`config.mk`:
```
export PLATFORM = sky130hd
export DESIGN_NAME = seconds_seg7_display
export DESIGN_NICKNAME = d
export VERILOG_FILES = /design/src/rtl/seg7_pkg.sv /design/src/rtl/seg7_lut.sv /design/src/rtl/seconds_seg7_display.sv
export SDC_FILE = /design/constraint.sdc
export NUM_CORES = 1
export LEC_CHECK = 0
export ABC_AREA = 0
export ABC_CLOCK_PERIOD_IN_PS = 800
export CORE_ASPECT_RATIO = 1.1
export CORE_MARGIN = 10
export CORE_UTILIZATION = 48
export DETAILED_ROUTE_END_ITERATION = 6
export GPL_TIMING_DRIVEN = 0
export PLACE_DENSITY = 0.77
export SETUP_SLACK_MARGIN = 0.5
export SKIP_LAST_GASP = 1
export SYNTH_ARGS = -nofsm -noshare
export SYNTH_HDL_FRONTEND = slang
export SYNTH_SLANG_ARGS = --single-unit
```
`constraint.sdc`:
```
create_clock -name clk_50 -period 0.8 [get_ports clk_50]
set_input_delay 0.16 -clock clk_50 [delete_from_list [all_inputs] [get_ports clk_50]]
set_output_delay 0.16 -clock clk_50 [all_outputs]
set_load 0.02 [all_outputs]
```
`src/rtl/seg7_pkg.sv`:
```
// Shared seven-segment definitions: active-low patterns, bit order {g,f,e,d,c,b,a}.
package seg7_pkg;

  typedef logic [6:0] seg_t;

  localparam seg_t SEG_BLANK = 7'h7F;
  localparam seg_t SEG_0     = 7'h40;
  localparam seg_t SEG_1     = 7'h79;
  localparam seg_t SEG_2     = 7'h24;
  localparam seg_t SEG_3     = 7'h30;
  localparam seg_t SEG_4     = 7'h19;
  localparam seg_t SEG_5     = 7'h12;
  localparam seg_t SEG_6     = 7'h02;
  localparam seg_t SEG_7     = 7'h78;
  localparam seg_t SEG_8     = 7'h00;
  localparam seg_t SEG_9     = 7'h10;

endpackage

```
`src/rtl/seg7_lut.sv`:
```
// Combinational BCD digit to active-low seven-segment pattern; codes 10-15 blank.
module seg7_lut (
  input  logic [3:0] i_digit,
  output logic [6:0] o_seg
);
  import seg7_pkg::*;

  always_comb begin
    o_seg = SEG_BLANK;
    case (i_digit)
      4'd0: o_seg = SEG_0;
      4'd1: o_seg = SEG_1;
      4'd2: o_seg = SEG_2;
      4'd3: o_seg = SEG_3;
      4'd4: o_seg = SEG_4;
      4'd5: o_seg = SEG_5;
      4'd6: o_seg = SEG_6;
      4'd7: o_seg = SEG_7;
      4'd8: o_seg = SEG_8;
      4'd9: o_seg = SEG_9;
      default: o_seg = SEG_BLANK;
    endcase
  end

endmodule

```
`src/rtl/seconds_seg7_display.sv`:
```
// Two-digit registered seven-segment driver for a 0-63 count.
// Define LEADING_ZERO_BLANK_EN to blank the tens display when the tens digit is 0.
module seconds_seg7_display (
  input  logic       clk_50,
  input  logic       rst,
  input  logic [5:0] value,
  output logic [3:0] tens,
  output logic [3:0] units,
  output logic [6:0] S1,
  output logic [6:0] S2
);
  import seg7_pkg::*;

  logic [3:0] w_tens;
  logic [3:0] w_units;
  logic [6:0] w_seg_tens;
  logic [6:0] w_seg_units;
  logic [6:0] w_s1_next;

  assign w_tens  = 4'(value / 6'd10);
  assign w_units = 4'(value % 6'd10);

  seg7_lut u_lut_tens (
    .i_digit (w_tens),
    .o_seg   (w_seg_tens)
  );

  seg7_lut u_lut_units (
    .i_digit (w_units),
    .o_seg   (w_seg_units)
  );

`ifdef LEADING_ZERO_BLANK_EN
  assign w_s1_next = (w_tens == 4'd0) ? SEG_BLANK : w_seg_tens;
`else
  assign w_s1_next = w_seg_tens;
`endif

  // All four outputs share one register stage so the displays never skew.
  always_ff @(posedge clk_50 or posedge rst) begin
    if (rst) begin
      tens  <= 4'd0;
      units <= 4'd0;
      S1    <= SEG_BLANK;
      S2    <= SEG_BLANK;
    end else begin
      tens  <= w_tens;
      units <= w_units;
      S1    <= w_s1_next;
      S2    <= w_seg_units;
    end
  end

endmodule

```
==> results.cfg, run 1 <==
[floorplan]
die_area_mm2 = 0.00489
initial_core_util_pct = 51.6
die_h_um = 72.4
core-area_mm2 = 0.00232
die_w_um = 67.6
rows = 18
boundaryPins = 30

[sta]
setup_viol = 41
hold_viol_final = 0
slew_viol_final = 0
hold_slack_ns = 0.0238
fmax_mhz = 666
finalWorstSetupSlack_ns = -0.702
grt_setup_unrepaired = yes
period_minus_slack_ns = 1.50
fin_crit_sh_pct = 188

[logic_synthesis]
synth.yosys.seq_area_share_pct = 45.4
synth_compound_area_share_pct = 14.4
synth-simple-area-share_pct = 13.1
netlist.area_leader.share_pct = 30.8
syn-mean-instance-area_um2 = 11.5
yosysTopAreaCell = dfstp_2
synth_fa_ha_area_share_pct = 10.5
postSynthCellCount = 104
ys_warn_count = 0
syn_nets = 122
synth.distinct_cells = 39
ys_ff_latch = 21
syn-cell-area_mm2 = 0.00120
synth_top_flop_cell = dfstp_2
async_reset_ff_share_pct = 100
synth_xor_area_share_pct = 2.82
synth_top_family_by_area = compound AO/OA/AOI/OAI gates
ys_top_cells_by_area = dfstp_2 31%, dfrtp_1 15%, ha_1 10%
synth_edf_count = 0
muxShareOfSynthArea_pct = 5.96

[drt]
drtIter0Drc = 48
via_count = 1041
ant_nets = 0
remaining_drc_errors = 0
drtPass1Iterations = 4
wl_per_cell_um = 20.1
wirelength_um = 3940
via_per_inst = 5.31

[min_path]
min_path_type = primary input to async pin

[finish]
n_antenna_cell = 0
final_common_cell = buf_6
drive_above_1_share_pct = 69.9
area_growth_pct = 73.0
most-common-layout-cells = 33 x buf_6, 18 x buf_4, 14 x dfstp_2, 7 x dfrtp_1, 6 x inv_2
finalInstanceArea_mm2 = 0.00207
num-nets-final = 185

[grt]
grt_overflow = 0
grt_usage_pct = 13.4
antenna_found_initial = 0
grt_pass1_vias = 1013
grt_pass1_wl_um = 5110
grt_max_degree = 12

[clock_tree]
clkSinkCount = 21
path_clk_slew_ns = 0.12
htreeDepth = 1
cts_buffer_depth = 2
clock-root-buffer = clkbuf_4
cts_tree = done
cts-buffers-inserted = 3

[setup_path]
critPathLaunchType = primary input
cp_cell_sequence = buf_8 > buf_12 > and4bb_1 > a211oi_4 > a41oi_4 > xnor2_2 > inv_2 > ha_2 > mux2i_1 > nor2_1
crit_required_ns = 1.05
cp_max_fo = 4
cp_slowest_cell = xnor2_2
timing_worst_setup_path_type = primary input to register
cp-end-kind = register
crit_arrival_ns = 1.76
slowest_delay_ns = 0.28

[status]
status = complete, but fails checks
violations = setup timing

[power]
p_per_area_mw_per_mm2 = 1570
ir_drop_mv = 1.20
leakage_nw = 0.926

[run]
cap_violations = 0

[place]
place_area_mm2 = 0.00157
gp_congestion = 0.808
port_buffers = 28
post-dp-hpwl_um = 1810
## power by group
group | leakage (nW) | switching (mW) | internal [mW] | total [mW]
sequential | 0.231 | 0.0619 | 1.25 | 1.31
combinational | 0.681 | 0.699 | 0.719 | 1.42
clock | 0.0150 | 0.334 | 0.195 | 0.529
total | 0.926 | 1.09 | 2.16 | 3.26
## layout make-up
cell class / count / area, µm²
multi-input cells: 66 / 722
repair buffers: 56 / 594
flip-flops and latches: 21 / 543
fillers: 102 / 250
plain buffers: 6 / 85.1
inverters: 11 / 46.3
well taps: 30 / 37.5
clock buffers: 4 / 26.3
repair inverters: 2 / 15.0
## timing repair
action / 4_1_cts / 5_1_grt
buffers inserted: 21 / 7
cloned: 2 / 0
pin swaps: 13 / 10
endpoints found under the setup margin: 63 / 45
hold buffers: 0 / 0
gates resized for setup: 178 / 29
## per-stage QoR
stage	power [mW]	cells	TNS [ns]	utilization, %	setup WS, ns
CTS	3.00	189	-13.22	81.8	-0.530
global placement	2.23	162	-33.57	67.7	-1.51
global route	3.41	196	-16.87	89.2	-0.726
finish	3.26	196	-15.63	89.2	-0.702
detailed placement	2.26	162	-34.51	67.7	-1.51
floorplan	1.88	104	-10.85	-	-0.807
## cell families (layout without fill, tap and decap cells)
family / after synthesis / count (layout)
other cells: 1 / 1
fa+ha+maj: 10 / 10
flops: 21 / 21
buf+inv: 17 / 79
mux: 7 / 7
simple gates: 27 / 27
xor+xnor: 3 / 3
compound gates: 18 / 18
## worst max-delay path: cells and delay by family
kind	cells	cell delay [ns]
xor+xnor	1	0.28
fa+ha+maj	1	0.19
compound gates	2	0.30
buf+inv	3	0.31
simple gates	2	0.31
mux	1	0.21
## synth_stat cells (2+ instances only)
| cell type | instances |
|---|---|
| dfstp_2 | 14 |
| buf_4 | 4 |
| and2_1 | 2 |
| o21ai_1 | 2 |
| inv_1 | 10 |
| nor2b_1 | 2 |
| ha_1 | 10 |
| a21oi_1 | 2 |
| nor2_1 | 8 |
| mux2i_1 | 6 |
| nor3_1 | 3 |
| xnor2_1 | 2 |
| o21ai_0 | 4 |
| dfrtp_1 | 7 |
| nand2_1 | 4 |
## worst max-delay path by stage
stage               startpoint     to  slack [ns]  cells past startpoint
global route          value[4]  S2[3]       -0.73                     10
CTS                   value[2]  S2[4]       -0.53                      9
detailed placement    value[5]  S1[3]       -1.51                      8
global placement      value[5]  S1[3]       -1.51                      8
finish                value[4]  S2[3]       -0.70                     10
floorplan             value[4]  S2[5]       -0.81                      9
## state kept, by name, summed over array words and instances (netlist names)
| name | count |
|---|---|
| S2 | 7 |
| S1 | 7 |
| units | 4 |
| tens | 3 |
## metal layers
metal	GRT usage (%)	vias up	wire length, µm
met5	0	-	0
met4	6.85	0	137
met3	2.00	14	185
met2	25.1	44	2150
met1	13.6	511	1470
li1	-	472	-
Note: power is estimated with default switching activity, not from simulation.
==> inputs of run 2 (changes only) <==
--- a/config.mk
+++ b/config.mk
@@ -9,10 +9,11 @@
 export ABC_CLOCK_PERIOD_IN_PS = 800
 export CORE_ASPECT_RATIO = 1.1
 export CORE_MARGIN = 10
-export CORE_UTILIZATION = 48
+export CORE_UTILIZATION = 50
+export CTS_BUF_LIST = sky130_fd_sc_hd__clkbuf_4 sky130_fd_sc_hd__clkbuf_8
 export DETAILED_ROUTE_END_ITERATION = 6
 export GPL_TIMING_DRIVEN = 0
-export PLACE_DENSITY = 0.77
+export PLACE_DENSITY = 0.8
 export SETUP_SLACK_MARGIN = 0.5
 export SKIP_LAST_GASP = 1
 export SYNTH_ARGS = -nofsm -noshare
==> run 2 against run 1 <==
The run still ends with setup timing left. First-iteration DRC count increased by 56%. Die area fell by 2.9%. Final cell count shrank 2.0%. Hold slack lost 0.0054 ns. Non-clock buffer count decreased by 5. Via count grew 3.2%. Combinational power up 15%. Clock power increased by 13%. Fmax shrank 5.3%. Sequential share of layout area decreased by 1.4 points. Design area rose by 5.5%. Core utilization rose by 6.8 points. Largest power group unchanged.
==> results.cfg, run 2 (same netlist as run 1, synthesis figures left out) <==
[setup_path]
crit_buf_inv = 4
crit_family = buffers and inverters
slowest_delay_ns = 0.27
critPathLaunchType = primary input
cp_max_fo = 3
cp_cell_sequence = buf_6 > buf_12 > and4bb_1 > a211oi_4 > a41oi_4 > buf_6 > xnor2_4 > ha_4 > inv_4 > mux2i_4 > mux2i_1
cp_slowest_cell = a211oi_4
cpMostUsedCell = buf_6
cp-end-kind = register
timing_worst_setup_path_type = primary input to register
cp.depth = 11
crit_required_ns = 1.04
crit_arrival_ns = 1.83

[floorplan]
core-area_mm2 = 0.00227
die_h_um = 71.3
initial_core_util_pct = 52.6
boundaryPins = 30
rows = 18
die_w_um = 66.6
die_area_mm2 = 0.00475

[finish]
num-nets-final = 180
fillers = 50
stdcell_count = 192
top_regs = S1: 7 flops, S2: 7 flops, units: 4 flops
most-common-layout-cells = 33 x buf_6, 14 x dfstp_2, 12 x buf_4
drive_above_1_share_pct = 78.9
post-route-util_pct = 96.0
final_common_cell = buf_6
area_growth_pct = 82.5

[drt]
drtPass1Iterations = 4
drtIter0Drc = 75
via_per_inst = 5.59
via_count = 1074
wl_per_cell_um = 27.4
remaining_drc_errors = 0
ant_nets = 0
wirelength_um = 5260

[place]
dpl_worst_slack_ns = -1.57
port_buffers = 28
gp_congestion = 0.821
post-dp-hpwl_um = 1820
dp.cells = 162

[power]
p_per_area_mw_per_mm2 = 1620
leakage_nw = 0.919
ir_drop_mv = 2.06

[sta]
setup_viol = 41
setup_tns_ns = -17.42
finalWorstSetupSlack_ns = -0.787
fin_crit_sh_pct = 198
fmax_mhz = 630
hold_viol_final = 0
slew_viol_final = 0
period_minus_slack_ns = 1.59
grt_setup_unrepaired = yes

[grt]
antenna_found_initial = 1
grt_pass1_wl_um = 6200
grt_max_degree = 12
grt_overflow = 0
grt_pass1_vias = 1097
grt_usage_pct = 17.3

[clock_tree]
cts-buffers-inserted = 3
clkSinkCount = 21
path_clk_slew_ns = 0.14
cts_buffer_depth = 2
cts_tree = done
clock-root-buffer = clkbuf_4
htreeDepth = 1
cts_hold_buf = 0

[status]
status = complete, but fails checks
violations = setup timing

[min_path]
min_path_type = primary input to async pin

[run]
cap_violations = 0
## run 2: cell types whose count changed in the layout (fill, tap and decap cells not counted), moves of 3 or more
cell	previous run	this run
ha_1	5	1
buf_12	4	7
buf_8	5	1
ha_4	2	7
buf_4	18	12
## run 2: timing repair
action | 4_1_cts | 5_1_grt
gates cloned | 2 | 0
endpoints found under the hold margin | 0 | 7
endpoints found under the setup margin | 63 | 41
buffers inserted | 17 | 6
pin swaps | 21 | 8
gates resized for setup | 208 | 23
## run 2: stage by stage
stage                     instance area, µm²  hold slack, ns  power (mW)
after detailed placement                1570           0.540        2.26
after global routing                    2180          0.0365        3.65
after floorplan                         1250          0.0138        1.88
final                                   2180          0.0183        3.55
after CTS                               2030          0.0139        3.16
after global placement                  1570           0.533        2.23
## run 2: report_power, final
part,leakage [nW],switching (mW),internal [mW]
Sequential,0.231,0.0724,1.25
Combinational,0.670,0.830,0.798
Clock,0.0184,0.367,0.228
Total,0.919,1.27,2.28
## run 2: metal layers
layer | wire length, µm | vias up | track usage, %
met5 | 0 | - | 0
met4 | 265 | 0 | 4.20
li1 | - | 460 | -
met3 | 313 | 18 | 4.04
met2 | 2720 | 56 | 32.2
met1 | 1960 | 540 | 18.7
## run 2: worst max path at each step
stage | start | end | slack (ns)
detailed placement | value[5] | S1[3] | -1.57
CTS | value[4] | S2[6] | -0.59
floorplan | value[4] | S2[5] | -0.81
finish | value[4] | S2[4] | -0.79
global placement | value[5] | S1[3] | -1.49
global route | value[4] | S2[4] | -0.87
## run 2: cell type report
type                            count  area, µm²  share of cell area, %
Timing Repair inverter              2       12.5                  0.573
Timing Repair Buffer               51        573                   26.2
Clock buffer                        4       30.0                   1.38
Buffer                              6       80.1                   3.67
Sequential cell                    21        543                   24.9
Inverter                           11       53.8                   2.46
Antenna cell                        1       2.50                  0.115
Tap cell                           30       37.5                   1.72
Multi-Input combinational cell     66        851                   39.0
==> inputs of run 3 (changes only) <==
--- a/config.mk
+++ b/config.mk
@@ -7,15 +7,15 @@
 export LEC_CHECK = 0
 export ABC_AREA = 0
 export ABC_CLOCK_PERIOD_IN_PS = 800
-export CORE_ASPECT_RATIO = 1.1
+export CORE_ASPECT_RATIO = 1.4
 export CORE_MARGIN = 10
 export CORE_UTILIZATION = 50
 export CTS_BUF_LIST = sky130_fd_sc_hd__clkbuf_4 sky130_fd_sc_hd__clkbuf_8
 export DETAILED_ROUTE_END_ITERATION = 6
 export GPL_TIMING_DRIVEN = 0
 export PLACE_DENSITY = 0.8
+export REMOVE_ABC_BUFFERS = 1
 export SETUP_SLACK_MARGIN = 0.5
-export SKIP_LAST_GASP = 1
 export SYNTH_ARGS = -nofsm -noshare
 export SYNTH_HDL_FRONTEND = slang
 export SYNTH_SLANG_ARGS = --single-unit
==> run 3 against run 2 <==
The run ends with hold timing, setup timing left. Final cell count is 7.8% lower. Via count decreased by 8.8%. Core utilization decreased by 8.0 points. Largest cell class unchanged. Largest power group unchanged. Highest routed layer unchanged.
==> results.cfg, run 3 (same netlist as run 1, synthesis figures left out) <==
[setup_path]
crit_family = compound AO/OA/AOI/OAI gates
slowest_delay_ns = 0.32
cp_cell_sequence = buf_12 > or2b_1 > a211oi_2 > a41oi_4 > xnor2_2 > ha_1 > mux2i_1 > nor2_1
crit_required_ns = 1.04
timing_worst_setup_path_type = primary input to register
cp_max_fo = 5
cp-end-kind = register
crit_buf_inv = 1
cp_slowest_cell = ha_1
crit_path_start = value[2]
crit_arrival_ns = 1.66
critPathLaunchType = primary input

[floorplan]
rows = 20
die_area_mm2 = 0.00478
die_h_um = 77.9
initial_core_util_pct = 53.7
core-area_mm2 = 0.00223
die_w_um = 61.3
boundaryPins = 30

[finish]
n_antenna_cell = 0
final_common_cell = buf_6
post-route-util_pct = 88.0
top_regs = S1: 7 flops, S2: 7 flops, units: 4 flops
area_growth_pct = 63.9
num-nets-final = 174
most-common-layout-cells = 24 x buf_6, 16 x buf_4, 14 x dfstp_2
drive_above_1_share_pct = 69.7
fillers = 98

[status]
violations = hold timing, setup timing
status = complete, but fails checks

[drt]
drtIter0Drc = 36
ant_nets = 0
remaining_drc_errors = 0
drtPass1Iterations = 4
via_count = 980
wirelength_um = 3820
via_per_inst = 5.54
wl_per_cell_um = 21.6

[grt]
grt_pass1_vias = 1066
grt_max_degree = 14
grt_pass1_wl_um = 4990
grt_overflow = 0
antenna_found_initial = 0
grt_usage_pct = 13.5

[sta]
fin_crit_sh_pct = 178
setup_viol = 40
grt_setup_unrepaired = yes
hold_viol_final = 7
fmax_mhz = 702
slew_viol_final = 0
hold_slack_ns = -0.156
period_minus_slack_ns = 1.42
finalWorstSetupSlack_ns = -0.624

[clock_tree]
cts_buffer_depth = 2
cts-buffers-inserted = 3
path_clk_slew_ns = 0.12
clock-root-buffer = clkbuf_4
htreeDepth = 1
clkSinkCount = 21
cts_tree = done

[place]
gp_congestion = 0.686
post-dp-hpwl_um = 1670
port_buffers = 28

[power]
p_per_area_mw_per_mm2 = 1640
ir_drop_mv = 0.990
leakage_nw = 0.849

[min_path]
min_path_type = primary input to async pin

[run]
cap_violations = 0
## run 3: routing by layer
layer | GRT usage [%] | part of all wire, %
met5 | 0 | 0
met1 | 12.6 | 37
met4 | 7.62 | 4.1
met3 | 2.61 | 3.9
met2 | 25.2 | 55
## run 3: area by class of cell
cell class	instances	area, µm²	area share (%)
Clock buffer	4	30.0	1.53
Timing Repair Buffer	50	549	28.0
Multi-Input combinational cell	66	738	37.7
Timing Repair inverter	3	20.0	1.02
Sequential cell	21	543	27.7
Tap cell	22	27.5	1.40
Inverter	11	52.6	2.68
## run 3: what timing repair did
action / 4_1_cts / 5_1_grt
gates resized for setup: 197 / 33
gates cloned: 2 / 1
setup buffers: 14 / 8
endpoints found under the setup margin: 63 / 52
endpoints found under the hold margin: 2 / 7
pin swaps: 9 / 18
## run 3: worst max path at each step
stage                  to  slack [ns]  cells past startpoint
floorplan           S2[5]       -0.84                      8
global placement    S2[5]       -1.79                      9
detailed placement  S2[5]       -1.90                      9
CTS                 S2[5]       -0.55                      9
global route        S2[3]       -0.70                      9
finish              S2[3]       -0.62                      8
## run 3: per-stage QoR
step	TNS [ns]	cell area, µm²	setup WS [ns]	cells	power [mW]
2_1_floorplan	-10.21	1150	-0.839	98	1.80
5_1_grt	-15.84	1960	-0.701	177	3.37
4_1_cts	-12.95	1760	-0.547	168	2.94
3_3_place_gp	-42.22	1460	-1.79	148	2.16
6_report	-14.25	1960	-0.624	177	3.21
3_5_place_dp	-44.96	1460	-1.90	148	2.19
## run 3: power by group
part | total [mW] | leakage (nW) | internal, mW | switching, mW
Combinational | 1.35 | 0.600 | 0.660 | 0.688
Sequential | 1.32 | 0.231 | 1.25 | 0.0674
Clock | 0.545 | 0.0184 | 0.228 | 0.317
Total | 3.21 | 0.849 | 2.14 | 1.07
